### config.mk
export PLATFORM = sky130hd
export DESIGN_NAME = writeback_multi
export DESIGN_NICKNAME = d
export VERILOG_FILES = /design/src/rtl/writeback_multi.sv
export SDC_FILE = /design/constraint.sdc
export NUM_CORES = 1
export LEC_CHECK = 0
export ABC_AREA = 1
export CORE_MARGIN = 8
export CORE_UTILIZATION = 26
export DETAILED_ROUTE_END_ITERATION = 12
export GPL_TIMING_DRIVEN = 0
export HOLD_SLACK_MARGIN = 0.05
export PLACE_DENSITY = 0.49
export SETUP_SLACK_MARGIN = 0.02
export SYNTH_ARGS = -nofsm -noshare
export SYNTH_HDL_FRONTEND = slang
export SYNTH_SLANG_ARGS = --single-unit
### constraint.sdc
create_clock -name clk -period 6.95 [get_ports clk]
set_input_delay 2.085 -clock clk [delete_from_list [all_inputs] [get_ports clk]]
set_output_delay 2.085 -clock clk [all_outputs]
set_load 0.02 [all_outputs]
### src/rtl/writeback_multi.sv
// writeback_multi: N-lane in-order writeback/commit stage for the multi-issue pipeline.
//
// Registers one bundle of up to NUM_LANES instructions (lane 0 oldest) and commits it
// when the stage is neither empty nor flushed and downstream is ready.
//   clk, rst_n          clock, asynchronous active-low reset
//   flush               kills the registered bundle
//   next_rdy_in         downstream ready
//   rdy_in              stage ready; upstream bundle is captured when high
//   pass_*              per-lane upstream bundle fields (lane i at slice i)
//   reg_idx/we/data     one regfile write port per lane
//   csr_addr/we/data    single CSR write port
//   excp_flush/excp_pc  registered pulse and pc of the faulting lane
//   instret             retired instruction counter
module writeback_multi #(
    parameter int NUM_LANES = 2,
    parameter int XLEN      = 32,
    parameter int CSR_AW    = 14,
    parameter int CNT_W     = 64
) (
    input  logic                       clk,
    input  logic                       rst_n,
    input  logic                       flush,
    input  logic                       next_rdy_in,
    output logic                       rdy_in,
    input  logic [NUM_LANES-1:0]       pass_valid,
    input  logic [NUM_LANES*5-1:0]     pass_rd,
    input  logic [NUM_LANES-1:0]       pass_is_wr_rd,
    input  logic [NUM_LANES-1:0]       pass_wr_pc4,
    input  logic [NUM_LANES*XLEN-1:0]  pass_result,
    input  logic [NUM_LANES*XLEN-1:0]  pass_pc,
    input  logic [NUM_LANES-1:0]       pass_is_wr_csr,
    input  logic [NUM_LANES*CSR_AW-1:0] pass_csr_addr,
    input  logic [NUM_LANES-1:0]       pass_excp,
    output logic [NUM_LANES*5-1:0]     reg_idx,
    output logic [NUM_LANES-1:0]       reg_we,
    output logic [NUM_LANES*XLEN-1:0]  reg_data,
    output logic [CSR_AW-1:0]          csr_addr,
    output logic                       csr_we,
    output logic [XLEN-1:0]            csr_data,
    output logic                       excp_flush,
    output logic [XLEN-1:0]            excp_pc,
    output logic [CNT_W-1:0]           instret
);
    localparam int LW = $clog2(NUM_LANES + 1);

    logic [NUM_LANES-1:0]       valid_q;
    logic [NUM_LANES*5-1:0]     rd_q;
    logic [NUM_LANES-1:0]       is_wr_rd_q;
    logic [NUM_LANES-1:0]       wr_pc4_q;
    logic [NUM_LANES*XLEN-1:0]  result_q;
    logic [NUM_LANES*XLEN-1:0]  pc_q;
    logic [NUM_LANES-1:0]       is_wr_csr_q;
    logic [NUM_LANES*CSR_AW-1:0] csr_addr_q;
    logic [NUM_LANES-1:0]       excp_q;

    logic                       empty;
    logic                       kill;
    logic                       fire;
    logic [NUM_LANES-1:0]       commit;
    logic [NUM_LANES-1:0]       we_raw;
    logic                       excp_any;
    logic [XLEN-1:0]            fault_pc;
    logic [LW-1:0]              n_commit;

    assign empty  = ~|valid_q;
    assign kill   = flush | empty;
    assign rdy_in = kill | next_rdy_in;
    assign fire   = ~kill & next_rdy_in;
    assign reg_idx = rd_q;

    always_ff @(posedge clk or negedge rst_n) begin
        if (!rst_n) begin
            valid_q     <= '0;
            rd_q        <= '0;
            is_wr_rd_q  <= '0;
            wr_pc4_q    <= '0;
            result_q    <= '0;
            pc_q        <= '0;
            is_wr_csr_q <= '0;
            csr_addr_q  <= '0;
            excp_q      <= '0;
        end else if (rdy_in) begin
            valid_q     <= pass_valid;
            rd_q        <= pass_rd;
            is_wr_rd_q  <= pass_is_wr_rd;
            wr_pc4_q    <= pass_wr_pc4;
            result_q    <= pass_result;
            pc_q        <= pass_pc;
            is_wr_csr_q <= pass_is_wr_csr;
            csr_addr_q  <= pass_csr_addr;
            excp_q      <= pass_excp;
        end
    end

    // Commit mask: a lane commits only if no valid lane at or below it faulted.
    // Invalid lanes are skipped and never stop younger lanes.
    always_comb begin
        logic seen;
        seen     = 1'b0;
        commit   = '0;
        we_raw   = '0;
        excp_any = 1'b0;
        fault_pc = '0;
        n_commit = '0;
        for (int i = 0; i < NUM_LANES; i++) begin
            if (valid_q[i] && excp_q[i] && !seen)
                fault_pc = pc_q[i*XLEN +: XLEN];
            seen      = seen | (valid_q[i] & excp_q[i]);
            commit[i] = fire & valid_q[i] & ~seen;
            we_raw[i] = commit[i] & is_wr_rd_q[i] & (rd_q[i*5 +: 5] != 5'd0);
            n_commit  = n_commit + LW'(commit[i]);
        end
        excp_any = seen;
    end

    // Intra-bundle WAW: an older write is dropped when a younger lane writes the same rd.
    always_comb begin
        reg_we = we_raw;
        for (int i = 0; i < NUM_LANES; i++)
            for (int j = i + 1; j < NUM_LANES; j++)
                if (we_raw[j] && rd_q[j*5 +: 5] == rd_q[i*5 +: 5])
                    reg_we[i] = 1'b0;
    end

    always_comb begin
        reg_data = '0;
        for (int i = 0; i < NUM_LANES; i++)
            reg_data[i*XLEN +: XLEN] = wr_pc4_q[i] ? pc_q[i*XLEN +: XLEN] + XLEN'(4)
                                                   : result_q[i*XLEN +: XLEN];
    end

    // Scan youngest to oldest so the lowest-index committed CSR writer is left selected.
    always_comb begin
        csr_we   = 1'b0;
        csr_addr = csr_addr_q[0 +: CSR_AW];
        csr_data = result_q[0 +: XLEN];
        for (int i = NUM_LANES - 1; i >= 0; i--) begin
            if (commit[i] && is_wr_csr_q[i]) begin
                csr_we   = 1'b1;
                csr_addr = csr_addr_q[i*CSR_AW +: CSR_AW];
                csr_data = result_q[i*XLEN +: XLEN];
            end
        end
    end

    always_ff @(posedge clk or negedge rst_n) begin
        if (!rst_n) begin
            instret    <= '0;
            excp_flush <= 1'b0;
            excp_pc    <= '0;
        end else begin
            excp_flush <= fire & excp_any;
            if (fire)
                instret <= instret + CNT_W'(n_commit);
            if (fire && excp_any)
                excp_pc <= fault_pc;
        end
    end
endmodule

==> metrics.md, run 1 <==
| Metric | Value |
|---|---|
| Drt first-iter violations | about 1000 |
| Core Area | 57300 um2 |
| Hold Crit Endpoint | csr_addr_q[13] |
| Critical path fanouts, max | 10 |
| First-pass GRT wire length | 105000 um |
| Total wire length | 72000 um |
| Crit. Startpoint | flush |
| Hpwl dp | approximately 58000 um |
| CTS tree | built |
| Share of cells above drive strength 1 | 0.116 |
| Most used DFF post-synth | dfrtp_1 |
| Initial Utilization | 0.261 |
| Hold Buf Count CTS | 0 |
| Non-filler cells, final | about 3100 |
| Die width | roughly 260 um |
| Placer Congestion | a little over 0.9 |
| Final hold violations | 0 |
| Most common cell in the synthesized netlist | nand2_1 |
| Max Root-Sink Buffers | 3 |
| Share of the synthesized area in the top cell type | 0.457 |
| Largest net degree at the start of global routing | 110 |
| Status | complete, no violations |
| CTS Buf Count | 37 |
| Post-synthesis sequential area ratio | 0.457 |
| Reg2Reg Depth | 16 |
| Pleak | 9.40 nW |
| Setup slack at placement | between 0.05 and 0.06 ns |
| Flops & latches, synth | roughly 270 |
| CTS Root Cell | clkbuf_16 |
| Fmax | about 150 MHz |
| Post-synth top cells | nand2_1, dfrtp_1, inv_1 |
| Residual DRC | 0 |
| Final period util | 0.980 |
| Tightest Pin Transition | ~0.92 ns |
| Syn avg cell area | 7.94 um2 |
| Reg2Reg Capture Point | instret[56] |
| Clock transition at path regs | roughly 0.050 ns |
| Pre-antenna DRT Iters | 5 |
| Final worst path period need | between 6 and 7 ns |
| Ports | roughly 400 |
| Setup CP Type | input port to output port |
| # nets final | approximately 2500 |
| Routed via count | around 15000 |
| H-tree depth | 2 |
| PnR worst setup slack | approximately 0.14 ns |
| Synth area leader | dfrtp_1 |
| Synth area leaders | dfrtp_1, nand2_1, o21ai_0 |
| Die area | 65400 um2 |
| Grt total ovfl | 0 |
| Hold path start | csr_addr_q[13] |
| Vias per cell | roughly 4.7 |
| FFs w/ async S/R, synth | 1.00 |
| Post-synth EDFFs | 0 |
| Clk sinks | approximately 270 |
| Syn-to-layout area delta | 42.1% |
| Worst vdd ir | about 0.00012 V |
| Synth cell types | 40 |
| Worst slew margin | 0.387 |
| Final setup TNS | 0 ns |
| Max-cap violation count | 0 |
| Post-layout util | 0.371 |
| CP arrival | ~4.7 ns |
| Final setup fails | 0 |
| Worst Setup End Kind | output port |
| Fin. max-slew vios | 0 |
| Post-route ant nets | 0 |
| Cells after Synth | between 1500 and 2000 |
| Synth warnings | 0 |
| Pwr dens | between 200 and 250 nW/um2 |
| Req. time, crit path | slightly below 5 ns |
| Overall Power | 0.00499 W |
| Vias in the first global route | roughly 15000 |
| Worst r2r src | valid_q[0] |
| Initial antenna violation count | 21 |
| Worst Skew | 0.0146 ns |
| Min-delay worst type | flip-flop to flip-flop |
| Clk_lat worst skew | approximately 0.55 ns |
| Unrepaired setup endpoints after global routing | false |
| Startpoint Class | input port |
| Hold path cells | 1 |
| Synth Net Count | between 2000 and 2500 |
| Die height | roughly 260 um |
| Reg2reg setup slack | 3.85 ns |
| FP Rows | ~90 |
| Placed instance count | roughly 3100 |
| Drt wl/cell | about 23 um |
| Number of port buffers | 400 |
| Post-Syn Area | 14900 um2 |
| Gr usage total | 0.213 |
[critical path, cell delays in order]
cell             delay [ns]
clkdlybuf4s50_1        0.54
inv_1                  0.16
nand3_4                0.21
nor3_4                 0.27
nand2_1                0.12
nand3_2                0.12
buf_12                 0.17
buf_8                  0.21
nand2_2                0.07
o21ai_2                0.06
clkdlybuf4s50_1        0.70
[placed cells by master (no fill, tap or decap), types with 32 or more instances in the layout]
master	netlist	final
dfrtp_1	273	273
nand3_1	82	82
o21ai_2	44	44
clkbuf_16	0	39
nor2_1	194	194
clkdlybuf4s50_1	0	393
nand2_1	513	513
o21ai_0	180	180
xor2_1	49	49
clkbuf_1	30	38
mux2_2	75	75
nand2_2	41	41
inv_1	205	205
o22ai_1	32	32
[cell type report]
type	instances	area [um2]
clock buffers	52	1070
well taps	765	957
diodes	10	25.0
inverters	210	788
fillers	5985	36000
clock inverters	13	126
plain buffers	68	399
flip-flops and latches	273	6830
repair buffers	403	4110
multi-input cells	1331	6930
[routing by layer]
metal | vias up | track usage | share of wire
met2 | 524 | 0.361 | 0.48
met4 | 22 | 0.0717 | 0.034
met1 | 7081 | 0.255 | 0.41
met5 | - | 0 | 0.0020
li1 | 6948 | - | -
met3 | 131 | 0.0651 | 0.078
[power by group]
group          internal (W)  switching (W)
Clock               0.00115       0.000780
Combinational      0.000512       0.000694
Sequential          0.00174       0.000116
Total               0.00340        0.00159
[registers in the layout (all words and copies together) (netlist names)]
| register | cells |
|---|---|
| csr_addr_q | 28 |
| excp_flush | 1 |
| excp_pc | 32 |
| excp_q | 2 |
| instret | 64 |
| is_wr_csr_q | 2 |
| is_wr_rd_q | 2 |
| pc_q | 64 |
| reg_idx | 10 |
| result_q | 64 |
| valid_q | 2 |
| wr_pc4_q | 2 |
[kinds of logic after synthesis]
group,synth area share
flip-flops,0.457
adder cells (fa/ha/maj),0.00385
AND/OR/NAND/NOR,0.254
multiplexers,0.0565
XOR/XNOR,0.0381
buffers and inverters,0.0793
AO/OA/AOI/OAI,0.111
[worst max path at each step]
| stage | slack (ns) | depth (start not counted) | end |
|---|---|---|---|
| after floorplan | 1.63 | 5 | reg_we[0] |
| after global placement | -9.23 | 1 | instret[54] |
| after detailed placement | 0.06 | 11 | csr_data[17] |
| after CTS | 0.04 | 11 | csr_data[17] |
| after global routing | 0.03 | 11 | csr_data[14] |
| final | 0.14 | 11 | csr_data[12] |
[timing repair]
action                     in CTS  in global routing
buffers inserted                0                  0
setup endpoints to repair       0                  7
resized for setup               0                  7
[metrics by stage]
step	hold slack [ns]	area (um2)
finish	0.504	21200
global route	0.521	21200
CTS	0.508	21200
detailed placement	0.496	20000
global placement	0.489	19900
floorplan	0.475	14900
No activity file was read; power rests on OpenSTA's default activity.
==> run 2, diff against run 1 <==
CORE_UTILIZATION = 55   (was 26)
CTS_BUF_LIST = sky130_fd_sc_hd__clkbuf_8   (was default)
PLACE_DENSITY = 0.9   (was 0.49)
==> run 2 against run 1 <==
Clock-buffer cell count up 7; power decreased by 7.9%; critical path depth down 1; combinational power barely moved; non-clock buffer count down 1; worst hold slack better by 0.0051 ns; critical path type unchanged; design area is 3.8% lower; sequential power is essentially flat; critical endpoint is now csr_data[19].
==> metrics.md, run 2 (synthesis results as in run 1) <==
| Metric | Value |
|---|---|
| H-tree depth | 2 |
| Final setup TNS | 0 ns |
| Final setup fails | 0 |
| Max Root-Sink Buffers | 3 |
| Clock transition at path regs | roughly 0.060 ns |
| Pwr dens | about 220 nW/um2 |
| Design area | 20400 um2 |
| Ports | about 400 |
| Total wire length | approximately 63000 um |
| Worst slew margin | 0.492 |
| Residual DRC | 0 |
| Post-cts gate resize count | 0 |
| Gr usage total | 0.377 |
| Final hold violations | 0 |
| Vias per cell | 5.81 |
| FP Rows | 60 |
| Post-CTS Setup Bufs | 0 |
| # nets final | approximately 2500 |
| Die height | between 150 and 200 um |
| FILL cells | about 2000 |
| CTS Buf Count | 47 |
| Min-delay worst type | flip-flop to flip-flop |
| Pre-antenna DRT Iters | 6 |
| Pleak | 9.31 nW |
| Critical path fanouts, max | 10 |
| Initial antenna violation count | 9 |
| Share of cells above drive strength 1 | 0.121 |
| Fin. max-slew vios | 0 |
| Fmax | approximately 150 MHz |
| Worst vdd ir | between 0.00015 and 0.0002 V |
| Placer Congestion | 0.996 |
| CTS Root Cell | clkbuf_8 |
| Tightest Pin Transition | 0.762 ns |
| Drt first-iter violations | around 2000 |
| Max-cap violation count | 0 |
| CP arrival | about 4.8 ns |
| Initial Utilization | 0.558 |
| Unrepaired setup endpoints after global routing | false |
| Core Area | ~27000 um2 |
| Grt total ovfl | 0 |
| Vias in the first global route | 16300 |
| Commonest non-fill, non-tap cells in the layout | nand2_1, clkdlybuf4s50_1, dfrtp_1 |
| Hold Buf Count CTS | 0 |
| Commonest non-fill, non-tap cell in the layout | nand2_1 |
| Post-route ant nets | 0 |
| Final period util | 0.986 |
| Setup CP Type | input port to output port |
| Final worst path period need | ~7 ns |
| Biggest regs | instret x64, pc_q x64, result_q x64 |
| Clk_lat worst skew | approximately 0.61 ns |
| Req. time, crit path | approximately 4.9 ns |
| Placed inst area | roughly 19000 um2 |
| FF/Latch Area | around 7000 um2 |
| CTS tree | built |
| Worst Skew | around 0.038 ns |
| Drt wl/cell | roughly 23 um |
| Hpwl dp | about 49000 um |
| Number of port buffers | 400 |
| Die area | 32700 um2 |
| Routed via count | roughly 16000 |
| Startpoint Class | input port |
| Area occupied by multi-input gates | 6930 um2 |
| Worst Setup End Kind | output port |
| Largest net degree at the start of global routing | 116 |
| First-pass GRT wire length | about 96000 um |
| Status | complete, no violations |
| Syn-to-layout area delta | 36.7% |
| Clk sinks | 273 |
| Die width | ~180 um |
## run 2: critical path, cell delays in order
cell and delay, ns:
clkdlybuf4s50_1 0.63, inv_2 0.09, nor3_4 0.29, nand3_2 0.17, clkinv_1 0.12, nand3_2 0.12
buf_12 0.18, buf_6 0.16, o21ai_2 0.24, clkdlybuf4s50_1 0.68
## run 2: where the power goes
| group | total [W] | internal, W | switching [W] | leakage, nW |
|---|---|---|---|---|
| combinational | 0.00119 | 0.000511 | 0.000679 | 5.36 |
| clock | 0.00155 | 0.000812 | 0.000733 | 0.568 |
| sequential | 0.00186 | 0.00174 | 0.000125 | 3.39 |
## run 2: through the flow
stage	std cells	total power, W	hold slack [ns]	util	setup slack (ns)
floorplan	1882	0.00241	0.475	-	1.63
global placement	2623	0.00302	0.489	0.723	-8.01
detailed placement	2625	0.00305	0.497	0.725	0.122
CTS	2711	0.00458	0.509	0.762	0.119
global route	2715	0.00474	0.524	0.763	0.0404
finish	2717	0.00460	0.509	0.763	0.0956
## run 2: cell type report
| cell class | instances | share of cell area |
|---|---|---|
| Buffer | 68 | 0.0194 |
| Timing Repair Buffer | 402 | 0.199 |
| Antenna cell | 6 | 0.000735 |
| Sequential cell | 273 | 0.334 |
| Tap cell | 341 | 0.0209 |
| Clock buffer | 59 | 0.0397 |
| Multi-Input combinational cell | 1331 | 0.339 |
| Clock inverter | 27 | 0.00857 |
| Inverter | 210 | 0.0386 |
## run 2: final timing paths
path	from	end	slack (ns)	cells after the start
worst max-delay path	next_rdy_in	csr_data[19]	0.1	10
worst min-delay path	excp_pc[24]	excp_pc[24]	0.51	1
worst max register to register	excp_q[0]	instret[56]	3.83	16
worst min register to register	excp_pc[24]	excp_pc[24]	0.51	1
max in group asynchronous	rst_n	instret[61]	4.13	3
min in group asynchronous	rst_n	excp_pc[2]	1.38	1
## run 2: metal layers
metal	share of wire	global-route usage	routed length [um]
met5	0.00080	0	51
met3	0.10	0.0957	6430
met4	0.062	0.203	3940
met2	0.46	0.618	29400
met1	0.37	0.452	23600
==> run 3, diff against run 2 <==
CORE_UTILIZATION = 51   (was 55)
PLACE_DENSITY = 0.85   (was 0.9)
clock period = 6.84 ns   (was 6.95 ns; I/O delays follow)
==> run 3 against run 2 <==
Design area grew 0.28%; wire length decreased by 0.97%; utilization down 5.0 points; via count decreased by 2.5%; worst hold slack lost 0.0049 ns; largest power group unchanged.
==> metrics.md, run 3 (synthesis results as in run 1) <==
| Metric | Value |
|---|---|
| Status | complete, no violations |
| CP peak stage delay | 0.66 ns |
| Clk sinks | 273 |
| Reg2reg setup slack | roughly 3.8 ns |
| Routed via count | around 15000 |
| Worst setup endpoint | csr_data[19] |
| FILL cells | approximately 2300 |
| Placed instance count | ~2700 |
| Grt total ovfl | 0 |
| Crit. Startpoint | next_rdy_in |
| Share of cells above drive strength 1 | 0.120 |
| Reg2Reg Capture Point | instret[54] |
| First-pass GRT wire length | ~94000 um |
| FF/Latch Area | slightly below 7000 um2 |
| Biggest regs | instret x64, pc_q x64, result_q x64 |
| Initial Utilization | 0.519 |
| H-tree depth | 2 |
| Post-route ant nets | 0 |
| CP arrival | around 4.8 ns |
| Fmax | about 150 MHz |
| Hold Buf Count CTS | 0 |
| Initial antenna violation count | 10 |
| Die height | around 190 um |
| Non-filler cells, final | 2759 |
| Reg2Reg Depth | 16 |
| Pre-antenna DRT Iters | 8 |
| Placed inst area | 19500 um2 |
| Total wire length | 62700 um |
| Tightest Pin Transition | 0.871 ns |
| Final worst path period need | roughly 7 ns |
| Design area | between 20000 and 25000 um2 |
| FP Rows | 62 |
| Commonest non-fill, non-tap cells in the layout | nand2_1, clkdlybuf4s50_1, dfrtp_1 |
| Final hold violations | 0 |
| Worst Setup End Kind | output port |
| Ports | around 400 |
| Final period util | 0.995 |
| Critical path fanouts, max | 10 |
| Residual DRC | 0 |
| Worst Skew | 0.0178 ns |
| Max-cap violation count | 0 |
| Pwr dens | between 200 and 250 nW/um2 |
| Clock transition at path regs | roughly 0.050 ns |
| CTS tree | built |
| Vias in the first global route | 15600 |
| Syn-to-layout area delta | 37.1% |
| Min-delay worst type | flip-flop to flip-flop |
| Hpwl dp | around 50000 um |
| Pleak | 9.35 nW |
| Number of port buffers | 400 |
| Commonest non-fill, non-tap cell in the layout | nand2_1 |
| Die width | about 190 um |
| Worst r2r src | excp_q[0] |
| Die area | between 30000 and 40000 um2 |
| Overall Power | 0.00466 W |
| Startpoint Class | input port |
| Area occupied by multi-input gates | 6930 um2 |
| Largest net degree at the start of global routing | ~110 |
| Drt first-iter violations | 1564 |
| Worst vdd ir | between 0.0001 and 0.00015 V |
| Clk_lat worst skew | roughly 0.59 ns |
| Max Root-Sink Buffers | 3 |
| Fin. max-slew vios | 0 |
| Setup CP Type | input port to output port |
| Critical path, cell by cell | clkdlybuf4s50_1 -> inv_2 -> nor3_4 -> nand3_2 -> clkinv_1 -> nand3_2 -> buf_12 -> buf_6 -> o21ai_2 -> clkdlybuf4s50_1 |
| Drt wl/cell | ~23 um |
| Worst slew margin | 0.419 |
| Req. time, crit path | 4.79 ns |
| Unrepaired setup endpoints after global routing | false |
| Core Area | roughly 29000 um2 |
| Placer Congestion | roughly 1 |
| Vias per cell | 5.58 |
| # nets final | ~2500 |
| CTS Root Cell | clkbuf_8 |
| Final setup fails | 0 |
| Gr usage total | 0.347 |
| Slowest CP cell | clkdlybuf4s50_1 |
| CTS Buf Count | 48 |
==> run 3: changes by cell type in the layout (fill, tap and decap cells not counted), sizes merged <==
cell / previous run / this run
clkdlybuf4s50: 399 / 394
clkinv: 13 / 9
dlymetal6s2s: 0 / 4
inv: 223 / 225
clkbuf: 89 / 90
dlygate4sd2: 0 / 1
==> run 3: what timing repair did <==
action | in CTS | in global routing
buffers inserted | 0 | 0
endpoints found under the hold margin | 0 | 0
setup endpoints to repair | 1 | 4
resized for setup | 1 | 4
==> run 3: worst min-delay path by stage <==
stage                        startpoint            end  slack, ns  depth (start not counted)
after global routing        excp_pc[14]    excp_pc[14]       0.52                          1
after detailed placement    instret[63]    instret[63]       0.49                          2
after floorplan           is_wr_rd_q[0]  is_wr_rd_q[0]       0.47                          1
final                       excp_pc[15]    excp_pc[15]       0.50                          1
after global placement      excp_pc[23]    excp_pc[23]       0.49                          1
after CTS                   excp_pc[14]    excp_pc[14]       0.51                          1
==> run 3: metrics by stage <==
| stage | setup slack (ns) | TNS, ns | hold slack (ns) | util |
|---|---|---|---|---|
| after floorplan | 1.58 | 0 | 0.475 | - |
| after global placement | -8.08 | -2197.17 | 0.490 | 0.675 |
| after detailed placement | -0.0143 | -0.0143 | 0.491 | 0.677 |
| after CTS | 0.0679 | 0 | 0.508 | 0.711 |
| after global routing | 0.0259 | 0 | 0.518 | 0.712 |
| final | 0.0323 | 0 | 0.505 | 0.712 |
==> run 3: cell type report <==
| class | instances | area share |
|---|---|---|
| multi-input combinational | 1331 | 0.338 |
| antenna | 6 | 0.000733 |
| sequential | 273 | 0.333 |
| clock inverter | 25 | 0.00757 |
| timing repair buffer | 402 | 0.199 |
| buffer | 68 | 0.0194 |
| tap | 384 | 0.0234 |
| clock buffer | 60 | 0.0403 |
| inverter | 210 | 0.0385 |
==> run 3: worst max-delay path: cells and delay by family <==
| family | cells | cell delay [ns] |
|---|---|---|
| AOI/OAI and AO/OA | 1 | 0.21 |
| and+or+nand+nor | 3 | 0.61 |
| buffers and inverters | 6 | 1.87 |
==> run 3: report_power, final <==
part           internal (W)  switching (W)
Combinational      0.000519       0.000682
Sequential          0.00177       0.000120
Clock              0.000834       0.000738
==> run 3: metal layers <==
layer	track usage	wire length [um]	share of wire
met1	0.425	24500	0.39
met3	0.0878	5730	0.091
met2	0.575	29700	0.47
met5	0	79	0.0013
met4	0.146	2750	0.044
